$ cat src/rtl/controle_multiciclo.sv
// Multicycle RV32I control unit.
// A Moore FSM sequences the shared datapath one instruction at a time. It
// stalls on the memory ready handshake, halts on unsupported opcodes and
// counts retired instructions.
module controle_multiciclo (
    input  logic        iCLK,
    input  logic        iRST,
    input  logic [6:0]  iOpcode,
    input  logic        iMemPronto,
    output logic        oEscreveIR,
    output logic        oEscrevePC,
    output logic        oEscrevePCCond,
    output logic        oOrigPC,
    output logic        oIouD,
    output logic        oLeMem,
    output logic        oEscreveMem,
    output logic        oEscreveReg,
    output logic [1:0]  oMem2Reg,
    output logic [1:0]  oOrigAULA,
    output logic [1:0]  oOrigBULA,
    output logic [1:0]  oALUOp,
    output logic [3:0]  oEstado,
    output logic        oErro,
    output logic [31:0] oInstrCont
);

    typedef enum logic [3:0] {
        FETCH     = 4'd0,
        DECODE    = 4'd1,
        EXEC_R    = 4'd2,
        EXEC_I    = 4'd3,
        MEM_ADDR  = 4'd4,
        MEM_LOAD  = 4'd5,
        WB_LOAD   = 4'd6,
        MEM_STORE = 4'd7,
        WB_ALU    = 4'd8,
        BRANCH    = 4'd9,
        JAL       = 4'd10,
        JALR      = 4'd11,
        LUI       = 4'd12,
        ERRO      = 4'd15
    } estado_t;

    // RV32I major opcodes handled by this core
    localparam logic [6:0] OP_R      = 7'b0110011;
    localparam logic [6:0] OP_I      = 7'b0010011;
    localparam logic [6:0] OP_LOAD   = 7'b0000011;
    localparam logic [6:0] OP_STORE  = 7'b0100011;
    localparam logic [6:0] OP_BRANCH = 7'b1100011;
    localparam logic [6:0] OP_JAL    = 7'b1101111;
    localparam logic [6:0] OP_JALR   = 7'b1100111;
    localparam logic [6:0] OP_LUI    = 7'b0110111;

    // ALU operand A select
    localparam logic [1:0] A_PCANT = 2'b00;
    localparam logic [1:0] A_RS1   = 2'b01;
    localparam logic [1:0] A_PC    = 2'b10;
    localparam logic [1:0] A_ZERO  = 2'b11;

    // ALU operand B select
    localparam logic [1:0] B_RS2   = 2'b00;
    localparam logic [1:0] B_QUATRO = 2'b01;
    localparam logic [1:0] B_IMM   = 2'b10;

    // ALU operation class
    localparam logic [1:0] ALU_ADD    = 2'b00;
    localparam logic [1:0] ALU_BRANCH = 2'b01;
    localparam logic [1:0] ALU_FUNCT  = 2'b10;

    // Write-back source select
    localparam logic [1:0] WB_ALUOUT = 2'b00;
    localparam logic [1:0] WB_MDR    = 2'b01;
    localparam logic [1:0] WB_PC4    = 2'b10;

    estado_t     estado;
    estado_t     prox_estado;
    logic [31:0] instr_cont;

    // Moore outputs before the reset gating of enables/requests
    logic        escreve_ir_m;
    logic        escreve_pc_m;
    logic        escreve_pc_cond_m;
    logic        le_mem_m;
    logic        escreve_mem_m;
    logic        escreve_reg_m;
    logic        orig_pc_m;
    logic        iou_d_m;
    logic [1:0]  mem2reg_m;
    logic [1:0]  orig_a_m;
    logic [1:0]  orig_b_m;
    logic [1:0]  alu_op_m;
    logic        erro_m;

    // State register; reset lands in FETCH immediately
    always_ff @(posedge iCLK or negedge iRST) begin
        if (!iRST) begin
            estado <= FETCH;
        end else begin
            estado <= prox_estado;
        end
    end

    // Next-state logic: dispatch in DECODE, handshake waits in memory states
    always_comb begin
        prox_estado = estado;
        unique case (estado)
            FETCH: begin
                if (iMemPronto) prox_estado = DECODE;
            end
            DECODE: begin
                case (iOpcode)
                    OP_R:      prox_estado = EXEC_R;
                    OP_I:      prox_estado = EXEC_I;
                    OP_LOAD:   prox_estado = MEM_ADDR;
                    OP_STORE:  prox_estado = MEM_ADDR;
                    OP_BRANCH: prox_estado = BRANCH;
                    OP_JAL:    prox_estado = JAL;
                    OP_JALR:   prox_estado = JALR;
                    OP_LUI:    prox_estado = LUI;
                    default:   prox_estado = ERRO;
                endcase
            end
            EXEC_R:    prox_estado = WB_ALU;
            EXEC_I:    prox_estado = WB_ALU;
            LUI:       prox_estado = WB_ALU;
            WB_ALU:    prox_estado = FETCH;
            MEM_ADDR: begin
                if (iOpcode == OP_LOAD) prox_estado = MEM_LOAD;
                else                    prox_estado = MEM_STORE;
            end
            MEM_LOAD: begin
                if (iMemPronto) prox_estado = WB_LOAD;
            end
            WB_LOAD:   prox_estado = FETCH;
            MEM_STORE: begin
                if (iMemPronto) prox_estado = FETCH;
            end
            BRANCH:    prox_estado = FETCH;
            JAL:       prox_estado = FETCH;
            JALR:      prox_estado = FETCH;
            ERRO:      prox_estado = ERRO;
            default:   prox_estado = ERRO;
        endcase
    end

    // Per-state datapath controls; only FETCH looks at the ready input
    always_comb begin
        escreve_ir_m      = 1'b0;
        escreve_pc_m      = 1'b0;
        escreve_pc_cond_m = 1'b0;
        le_mem_m          = 1'b0;
        escreve_mem_m     = 1'b0;
        escreve_reg_m     = 1'b0;
        orig_pc_m         = 1'b0;
        iou_d_m           = 1'b0;
        mem2reg_m         = WB_ALUOUT;
        orig_a_m          = A_PCANT;
        orig_b_m          = B_RS2;
        alu_op_m          = ALU_ADD;
        erro_m            = 1'b0;
        unique case (estado)
            FETCH: begin
                // PC+4 is computed while the instruction is read; IR and PC
                // are only written once memory reports the data is valid.
                le_mem_m     = 1'b1;
                iou_d_m      = 1'b0;
                orig_a_m     = A_PC;
                orig_b_m     = B_QUATRO;
                alu_op_m     = ALU_ADD;
                escreve_ir_m = iMemPronto;
                escreve_pc_m = iMemPronto;
                orig_pc_m    = 1'b0;
            end
            DECODE: begin
                // Speculative PC+imm into ALUOut for branches and JAL
                orig_a_m = A_PCANT;
                orig_b_m = B_IMM;
                alu_op_m = ALU_ADD;
            end
            EXEC_R: begin
                orig_a_m = A_RS1;
                orig_b_m = B_RS2;
                alu_op_m = ALU_FUNCT;
            end
            EXEC_I: begin
                orig_a_m = A_RS1;
                orig_b_m = B_IMM;
                alu_op_m = ALU_FUNCT;
            end
            LUI: begin
                orig_a_m = A_ZERO;
                orig_b_m = B_IMM;
                alu_op_m = ALU_ADD;
            end
            WB_ALU: begin
                escreve_reg_m = 1'b1;
                mem2reg_m     = WB_ALUOUT;
            end
            MEM_ADDR: begin
                orig_a_m = A_RS1;
                orig_b_m = B_IMM;
                alu_op_m = ALU_ADD;
            end
            MEM_LOAD: begin
                le_mem_m = 1'b1;
                iou_d_m  = 1'b1;
            end
            WB_LOAD: begin
                escreve_reg_m = 1'b1;
                mem2reg_m     = WB_MDR;
            end
            MEM_STORE: begin
                escreve_mem_m = 1'b1;
                iou_d_m       = 1'b1;
            end
            BRANCH: begin
                orig_a_m          = A_RS1;
                orig_b_m          = B_RS2;
                alu_op_m          = ALU_BRANCH;
                escreve_pc_cond_m = 1'b1;
                orig_pc_m         = 1'b1;
            end
            JAL: begin
                escreve_pc_m  = 1'b1;
                orig_pc_m     = 1'b1;
                escreve_reg_m = 1'b1;
                mem2reg_m     = WB_PC4;
            end
            JALR: begin
                // Target LSB clearing happens in the datapath
                orig_a_m      = A_RS1;
                orig_b_m      = B_IMM;
                alu_op_m      = ALU_ADD;
                escreve_pc_m  = 1'b1;
                orig_pc_m     = 1'b0;
                escreve_reg_m = 1'b1;
                mem2reg_m     = WB_PC4;
            end
            ERRO: begin
                erro_m = 1'b1;
            end
            default: begin
                erro_m = 1'b1;
            end
        endcase
    end

    // Reset masks every write and request so an aborted instruction has no side effect
    always_comb begin
        oEscreveIR     = escreve_ir_m      & iRST;
        oEscrevePC     = escreve_pc_m      & iRST;
        oEscrevePCCond = escreve_pc_cond_m & iRST;
        oLeMem         = le_mem_m          & iRST;
        oEscreveMem    = escreve_mem_m     & iRST;
        oEscreveReg    = escreve_reg_m     & iRST;
        oOrigPC        = orig_pc_m;
        oIouD          = iou_d_m;
        oMem2Reg       = mem2reg_m;
        oOrigAULA      = orig_a_m;
        oOrigBULA      = orig_b_m;
        oALUOp         = alu_op_m;
        oErro          = erro_m;
    end

    // Retired-instruction counter: one count per return to FETCH, wraps naturally
    always_ff @(posedge iCLK or negedge iRST) begin
        if (!iRST) begin
            instr_cont <= 32'd0;
        end else if ((prox_estado == FETCH) && (estado != FETCH)) begin
            instr_cont <= instr_cont + 32'd1;
        end
    end

    assign oEstado    = estado;
    assign oInstrCont = instr_cont;

endmodule

$ cat config.mk
export PLATFORM = sky130hd
export DESIGN_NAME = controle_multiciclo
export DESIGN_NICKNAME = d
export VERILOG_FILES = /design/src/rtl/controle_multiciclo.sv
export SDC_FILE = /design/constraint.sdc
export NUM_CORES = 1
export LEC_CHECK = 0
export CAP_MARGIN = 20
export CORE_ASPECT_RATIO = 0.5
export CORE_MARGIN = 2
export CORE_UTILIZATION = 48
export DETAILED_ROUTE_END_ITERATION = 8
export PLACE_DENSITY = 0.77
export SLEW_MARGIN = 20
export SYNTH_ARGS = -nofsm -noshare
export SYNTH_HDL_FRONTEND = slang
export SYNTH_SLANG_ARGS = --single-unit
$ cat constraint.sdc
create_clock -name iCLK -period 3 [get_ports iCLK]
set_clock_uncertainty 0.2 [all_clocks]
set_input_delay 0.6 -clock iCLK [delete_from_list [all_inputs] [get_ports iCLK]]
set_output_delay 0.6 -clock iCLK [all_outputs]
set_load 0.01 [all_outputs]
### Word level (Yosys, flattened, before mapping)

Index checks and enable logic that the tools add are counted.

| operators by class | value |
|---|---|
| multiplexer cells | 19 |
| equal/unequal tests | 20 |
| reduce and logical (&&, ||, !) cells | 16 |
| $add $sub $neg | 1 |
| bitwise gates (word level) | 6 |

Operators with widths:

| kind | number |
|---|---|
| 4-bit case mux with 7 select lines | 2 |
| 32-bit by 1-bit adder with 32-bit output (second input constant) | 1 |
| 7-bit by 6-bit equality test with 1-bit output (second input constant) | 3 |
| 7-bit equality test (second input constant) | 3 |
| 4-bit equality test (second input constant) | 5 |
| 4-bit by 3-bit equality test with 1-bit output (second input constant) | 4 |
| 5-bit OR reduction | 3 |
| 13-bit OR reduction | 1 |
| 4-bit two-way mux | 3 |
| 2-bit case mux with 2 select lines | 3 |
| 2-bit OR reduction | 6 |
| 4-bit by 2-bit equality test with 1-bit output (second input constant) | 2 |
| 4-bit logical NOT | 2 |
| 1-bit two-way mux | 8 |
| 7-bit by 2-bit equality test with 1-bit output (second input constant) | 1 |
| 7-bit by 5-bit equality test with 1-bit output (second input constant) | 1 |
| 1-bit bitwise AND | 6 |
| 2-bit case mux with 3 select lines | 1 |
| 4-bit by 1-bit equality test with 1-bit output (second input constant) | 1 |
| 4-bit nonzero test | 1 |
| 4-bit OR reduction | 1 |
| 3-bit OR reduction | 1 |
| 2-bit two-way mux | 1 |
| 1-bit case mux with 2 select lines | 1 |
| 1-bit logical AND | 1 |

| word-level totals | value |
|---|---|
| logic and storage cells | 64 |
| output and inout port bits | 53 |
| input bits | 10 |
| register bits after elaboration | 36 |

### Logic depth before layout (Yosys ltp)

Gate-level depths: netlist (run 1).

| depth | value |
|---|---|
| word-level depth | 6 |
| depth in mapped cells | 10 |
| mapped depth without buffers | 8 |

### Worst setup path after synthesis (run 1)

Ideal clock, no wire load.

| timing path | value |
|---|---|
| kind | register -> register |
| start point | reg estado[2], in the netlist oEstado[2] |
| end point | reg instr_cont[1], in the netlist oInstrCont[1] |
| setup time | 0.125 ns |
| period minus slack after synthesis | 2.724 ns |
| arrival | 2.400 ns |
| slack | 0.276 ns |
| stages on the path, launching flop included | 11 |
| cells stage by stage | dfrtp_1 > inv_1 > ha_1 > clkbuf_1 > nand3b_1 > a21oi_1 > a2111oi_2 > nand3_1 > buf_4 > nor3_2 > mux2_2 |

| on the way | value |
|---|---|
| cells in the longest elaborated chain, start to end | 5 |
| elaborated cells on any way between the ends | 22 |
| those cells by class | 12 x eq/ne; 4 x mux; 6 x reduce/logical |

Ends and longest elaborated chain:

| what | RTL line | RTL |
|---|---|---|
| from (decl) | 75 | `estado_t estado;` |
| from (signal assigned) | 99 | `estado <= prox_estado;` |
| 4-bit equality test (tied with other cells) | 106 | `unique case (estado)` |
| 5-bit OR reduction (no line) or 3-bit OR reduction (tied branches) | -- |  |
| 4-bit case mux with 7 select lines | 106 |  |
| 4-bit logical NOT | 269 | `end else if ((prox_estado == FETCH) && (estado != FETCH)) begin` |
| 1-bit logical AND * | 269 |  |
| to (signal assigned) | 270 | `instr_cont <= instr_cont + 32'd1;` |
| to (decl) | 77 | `logic [31:0] instr_cont;` |

Every way passes the cells marked *; elsewhere a longest branch is shown, timed or not.
A chain may end at the register's enable or synchronous reset.

### Final worst setup path (run 1)

| timing path | value |
|---|---|
| start point | in iOpcode[1] |
| end point | reg instr_cont[26], in the netlist oInstrCont[26] |

| on the way | value |
|---|---|
| cells in the longest elaborated chain, start to end | 6 |
| elaborated cells on any way between the ends | 14 |
| those cells by class | 8 x eq/ne; 3 x mux; 3 x reduce/logical |

Ends and longest elaborated chain:

| what | RTL line | RTL |
|---|---|---|
| from (decl) | 8 | `input logic [6:0] iOpcode,` |
| 7-bit by 2-bit equality test with 1-bit output or 7-bit by 6-bit equality test with 1-bit output (tied branches) | 111, 128 |  |
| 2-bit OR reduction (no line) | -- |  |
| 4-bit case mux with 7 select lines | 111 | `case (iOpcode)` |
| 4-bit case mux with 7 select lines * | 106 |  |
| 4-bit logical NOT * | 269 |  |
| 1-bit logical AND * | 269 |  |

Marks and branches as above.

==> impl_metrics.yaml, run 1 <==
status:
  status: "finished, final reports clean"
floorplan:
  fp-row-count: 18
  core-area_um2: 4977
  die-area_um2: 5875
  die_height_um: 55.21
  die_w_um: 106.4
  num_io_pins: 63
  initial_core_util_pct: 50.58
power:
  powerDensity_nw_per_um2: 1079
  p_total_uw: 4067
  peakVddDrop_v: 0.0009853
  p_leak_uw: 0.001684
synth:
  synth-edff-count: 0
  syn_nets: 262
  synth_ff_type: "dfrtp_1"
  synth_cell_types: 50
  synthCells: 247
  async_flop_share_pct: 100.0
  synth-simple-area-share_pct: 37.48
  syn-cell-area_um2: 2517
  synth-compound-area-share_pct: 6.759
  ys_warn_count: 0
  yosys.area_share.xor_xnor_pct: 11.48
  avgSynthCellArea_um2: 10.19
  ys_seq_elements: 36
  muxShareOfSynthArea_pct: 0.8449
  ys_seq_area_share_pct: 35.79
  synthAdderAreaFrac_pct: 2.485
  synth_top_family_by_area: "simple AND/OR/NAND/NOR gates"
placed_design:
  place_congestion: 0.8918
  place_hpwl_um: 4309
  portBuffers: 62
  preCtsSetupSlack_ns: -0.4335
final_layout:
  drive_gt1_share_pct: 26.52
  antenna_cells: 0
  fin_nets: 342
  area_growth_pct: 49.70
clock_network:
  clkTransAtPathRegs_ns: 0.08
  tritoncts: "done"
  cts_inserted_buffers: 5
  hold_buffers: 0
  clk_latency_ns: 0.30
  root_buffer: "clkbuf_8"
  clock-sinks: 36
  cts-root-to-sink-buffers: 2
  htree_levels: 2
timing:
  rsz0062_at_grt: "yes"
  max_freq_mhz: 343.2
  slew_viol_final: 0
  slew_headroom_pct: 68.48
  setup_viol: 0
  final_hold_viol_count: 0
  fin_ws_ns: 0.08641
  fin_crit_sh_pct: 97.12
  tightest_slew_ns: 0.4728
  post-route-min-period_ns: 2.914
grt:
  grt_pass1_wl_um: 10340
  grt_pass1_vias: 2157
  grt_max_degree: 37
  antenna_found_initial: 0
  overflow: 0
  grt_use_total_pct: 21.60
setup_path:
  crit_path_end_kind: "register"
  cp_data_required_time_ns: 3.02
  cp_top_family: "simple AND/OR/NAND/NOR gates"
  crit_path_start_kind: "primary input"
  cp_num_buf_inv: 2
  crit_type: "primary input to register"
  path_max_fanout: 7
  cp_slowest_cell: "or4b_4"
  path_cells: "clkdlybuf4s50_1 > nand2_2 > or4b_4 > a2111oi_4 > o21ai_4 > clkbuf_16 > nor4_4 > xor2_1"
  crit_path_max_incr_delay_ns: 0.54
  worstPathArrival_ns: 2.93
route:
  drtPass1Iterations: 4
  vias_per_cell: 5.704
  vias: 2270
  wl_per_cell_um: 17.02
  m1WireLength_um: 3112
  wl_met3_um: 239
  drtIter0Drc: 92
  top_layer_used: "met4"
  ant_nets: 0
  wl_met2_um: 3349
  totalWireLength_um: 6773
  drc_errors: 0
job:
  maxCapViolations: 0
worst_hold_path:
  min-delay-path-class: "primary input to async pin"
state kept, by name, indices dropped and copies added (netlist names):
register	cells
oInstrCont	32
oEstado	4
where the power goes:
group	internal, uW	switching [uW]	total (uW)
clock network	188	198	386
logic	1180	1860	3040
registers	544	94.3	639
cell usage in the layout (no fill, tap or decap), types with 4 or more instances in the layout:
cell type	netlist	routed
a21oi_1	5	5
and2_1	4	4
and3_1	13	13
buf_4	1	23
clkbuf_8	0	6
clkdlybuf4s50_1	0	56
dfrtp_1	36	36
inv_1	7	6
nand2_1	18	17
nand2b_1	4	4
nand3_1	17	16
nand4_1	7	7
nor2_1	6	5
nor4_4	3	24
o21ai_0	5	5
xor2_1	32	32
stage by stage:
step / hold WS, ns / instances / cell area [um^2] / setup TNS (ns) / util, %
after floorplan: 0.1044 / 247 / 2517 / 0 / -
after global placement: 0.2551 / 386 / 3366 / -8.065 / 67.62
after detailed placement: 0.2731 / 386 / 3366 / -12.08 / 67.62
after CTS: 0.2233 / 394 / 3476 / 0 / 69.83
after global routing: 0.2506 / 398 / 3769 / -0.2565 / 75.72
final: 0.2126 / 398 / 3769 / 0 / 75.72
area by class of cell:
| type | instances | area, um^2 |
|---|---|---|
| Multi-Input combinational cell | 186 | 1743 |
| Tap cell | 70 | 87.58 |
| Fill cell | 328 | 1209 |
| Sequential cell | 36 | 900.9 |
| Clock inverter | 2 | 13.76 |
| Clock buffer | 6 | 82.58 |
| Inverter | 7 | 26.28 |
| Timing Repair Buffer | 91 | 914.6 |
final timing paths:
| path | startpoint | endpoint | slack [ns] | cells after the start |
|---|---|---|---|---|
| setup / recovery | iOpcode[1] | oInstrCont[26] | 0.09 | 8 |
| hold / removal | iRST | oEstado[1] | 0.21 | 2 |
| setup reg to reg | oEstado[2] | oInstrCont[26] | 0.20 | 10 |
| hold reg to reg | oInstrCont[31] | oInstrCont[31] | 0.28 | 1 |
| max in group asynchronous | iRST | oInstrCont[8] | 2.05 | 2 |
| min in group iCLK | oInstrCont[31] | oInstrCont[31] | 0.28 | 1 |
cell families after synthesis:
| family | after synthesis |
|---|---|
| buffers and inverters | 25 |
| XOR/XNOR | 33 |
| multiplexers | 2 |
| adder cells (fa/ha/maj) | 5 |
| AND/OR/NAND/NOR | 122 |
| flip-flops | 36 |
| AO/OA/AOI/OAI | 24 |
Yosys cell counts (5+ instances only):
master | number | area share (%)
a21oi_1 | 5 | 0.99
dfrtp_1 | 36 | 36
nand4_1 | 7 | 1.7
nand3_1 | 17 | 3.4
buf_2 | 5 | 0.99
nor4_2 | 24 | 12
o21ai_0 | 5 | 0.99
clkbuf_1 | 6 | 0.89
xor2_1 | 32 | 11
inv_1 | 7 | 1.0
nor2_1 | 6 | 0.89
ha_1 | 5 | 2.5
nand2_1 | 18 | 2.7
and3_1 | 13 | 3.2
per-layer routing:
layer | global-route usage, % | up-vias
met1 | 29.53 | 1134
met2 | 35.16 | 70
met5 | 0 | -
met3 | 3.778 | 7
li1 | - | 1059
met4 | 6.865 | 0
what timing repair did:
item | 4_1_cts | 5_1_grt
gates cloned | 0 | 3
resized for setup | 6 | 33
pin swaps | 1 | 14
endpoints found under the setup margin | 32 | 36
buffers inserted | 0 | 1
hold endpoints to repair | 0 | 0
Note: power is estimated with default switching activity, not from simulation.
==> inputs of run 2 (changes only) <==
CORE_UTILIZATION = 25   (was 48)
PLACE_DENSITY = 0.45   (was 0.77)
==> run 2 against run 1 <==
- worst setup slack gained 0.044 ns
- hold slack gained 0.048 ns
- final cell count grew 17%
- sequential power shrank 3%
- via count shrank 3.4%
- largest cell class unchanged
- largest power group unchanged
- highest routed layer unchanged
==> impl_metrics.yaml, run 2 (synthesis gave the netlist of run 1 again) <==
setup_path:
  path_cells: "clkdlybuf4s50_1 > or4b_4 > a2111oi_4 > o21ai_4 > clkbuf_16 > nor4_4 > xor2_1"
  cp_num_buf_inv: 2
  regToRegSetupSlack_ns: 0.23
  crit_path_start_kind: "primary input"
  cp_top_family: "simple AND/OR/NAND/NOR gates"
  worstPathArrival_ns: 2.86
  crit_type: "primary input to register"
  cp_slowest_cell: "or4b_4"
  cp_data_required_time_ns: 2.99
  path_max_fanout: 7
  crit_path_max_incr_delay_ns: 0.51
  crit_path_end_kind: "register"
grt:
  antenna_found_initial: 0
  overflow: 0
  grt_pass1_vias: 2192
  grt_pass1_wl_um: 10830
  grt_use_total_pct: 12.21
  grt_max_degree: 37
clock_network:
  cts-root-to-sink-buffers: 2
  clkTransAtPathRegs_ns: 0.06
  root_buffer: "clkbuf_16"
  htree_levels: 2
  clock-sinks: 36
  tritoncts: "done"
  clk_latency_ns: 0.28
  cts_inserted_buffers: 5
timing:
  setup_viol: 0
  final_hold_viol_count: 0
  post-route-min-period_ns: 2.870
  tightest_slew_ns: 0.4793
  fin_tns_setup_ns: 0
  slew_viol_final: 0
  fin_crit_sh_pct: 95.66
  whs_ns: 0.2605
  slew_headroom_pct: 68.05
  max_freq_mhz: 348.4
final_layout:
  antenna_cells: 0
  area_growth_pct: 52.09
  layout_common_cells: "clkdlybuf4s50_1 (52), dfrtp_1 (36), xor2_1 (32)"
  largest_reg_flops: 32
  fin_area_um2: 3829
  fin_nets: 343
  fin_util_pct: 39.87
  final_common_cell: "clkdlybuf4s50_1"
  nFillCells: 956
  drive_gt1_share_pct: 25.84
power:
  powerDensity_nw_per_um2: 1041
  peakVddDrop_v: 0.0007349
  p_total_uw: 3987
  p_leak_uw: 0.001743
floorplan:
  die-area_um2: 10940
  initial_core_util_pct: 26.21
  die_w_um: 145.9
  fp-row-count: 25
  num_io_pins: 63
  die_height_um: 74.96
  core-area_um2: 9603
route:
  drtIter0Drc: 116
  top_layer_used: "met4"
  ant_nets: 0
  drc_errors: 0
  wl_met2_um: 3439
  m1WireLength_um: 3398
  wl_per_cell_um: 15.43
  drtPass1Iterations: 5
  vias: 2192
  totalWireLength_um: 7159
  vias_per_cell: 4.724
  wl_met3_um: 276
placed_design:
  portBuffers: 62
  place_congestion: 0.7754
  dpl_cell_area_um2: 3455
  place_hpwl_um: 4834
job:
  maxCapViolations: 0
worst_hold_path:
  min-delay-path-class: "primary input to async pin"
status:
  status: "finished, final reports clean"
## run 2: power breakdown
group	internal [uW]	switching, uW	leakage (uW)
registers	546	75.1	0.000489
logic	1150	1680	0.00118
clock network	331	195	0.0000712
## run 2: worst paths after layout
kind | from | end | depth (start not counted)
max | iOpcode[5] | oInstrCont[17] | 7
min | iRST | oEstado[0] | 2
max reg2reg | oEstado[2] | oInstrCont[17] | 10
min reg2reg | oInstrCont[31] | oInstrCont[31] | 1
max in group asynchronous | iRST | oInstrCont[20] | 2
min in group iCLK | oInstrCont[31] | oInstrCont[31] | 1
## run 2: metal layers
layer | vias up | global-route usage [%]
li1 | 1065 | -
met1 | 1080 | 16.32
met2 | 42 | 20.28
met3 | 5 | 2.848
met4 | 0 | 3.377
met5 | - | 0
## run 2: worst reg2reg max path, delay by kind of cell (launching register included)
family	cells	cell delay, ns
simple gates	3	0.57
compound gates	2	0.52
buf+inv	3	0.51
flops	1	0.44
fa+ha+maj	1	0.24
xor+xnor	1	0.21
## run 2: stage by stage
step | std cells | worst slack (ns)
floorplan | 247 | 0.2756
global placement | 452 | -0.2748
detailed placement | 452 | -0.3734
CTS | 460 | 0.008190
global route | 464 | -0.03097
finish | 464 | 0.1301
## run 2: final cells by class
type,count,area [um^2],share of cell area [%]
clock buffers,8,146.4,3.824
inverters,7,26.28,0.6863
multi-input cells,186,1647,43.01
flip-flops and latches,36,900.9,23.53
well taps,135,168.9,4.412
repair buffers,92,939.7,24.54
## run 2: repair_timing
item / CTS / global route
pin swaps: 0 / 6
hold buffers: 0 / 0
setup endpoints to repair: 30 / 34
cloned: 0 / 3
resized for setup: 5 / 27
buffers inserted: 0 / 1
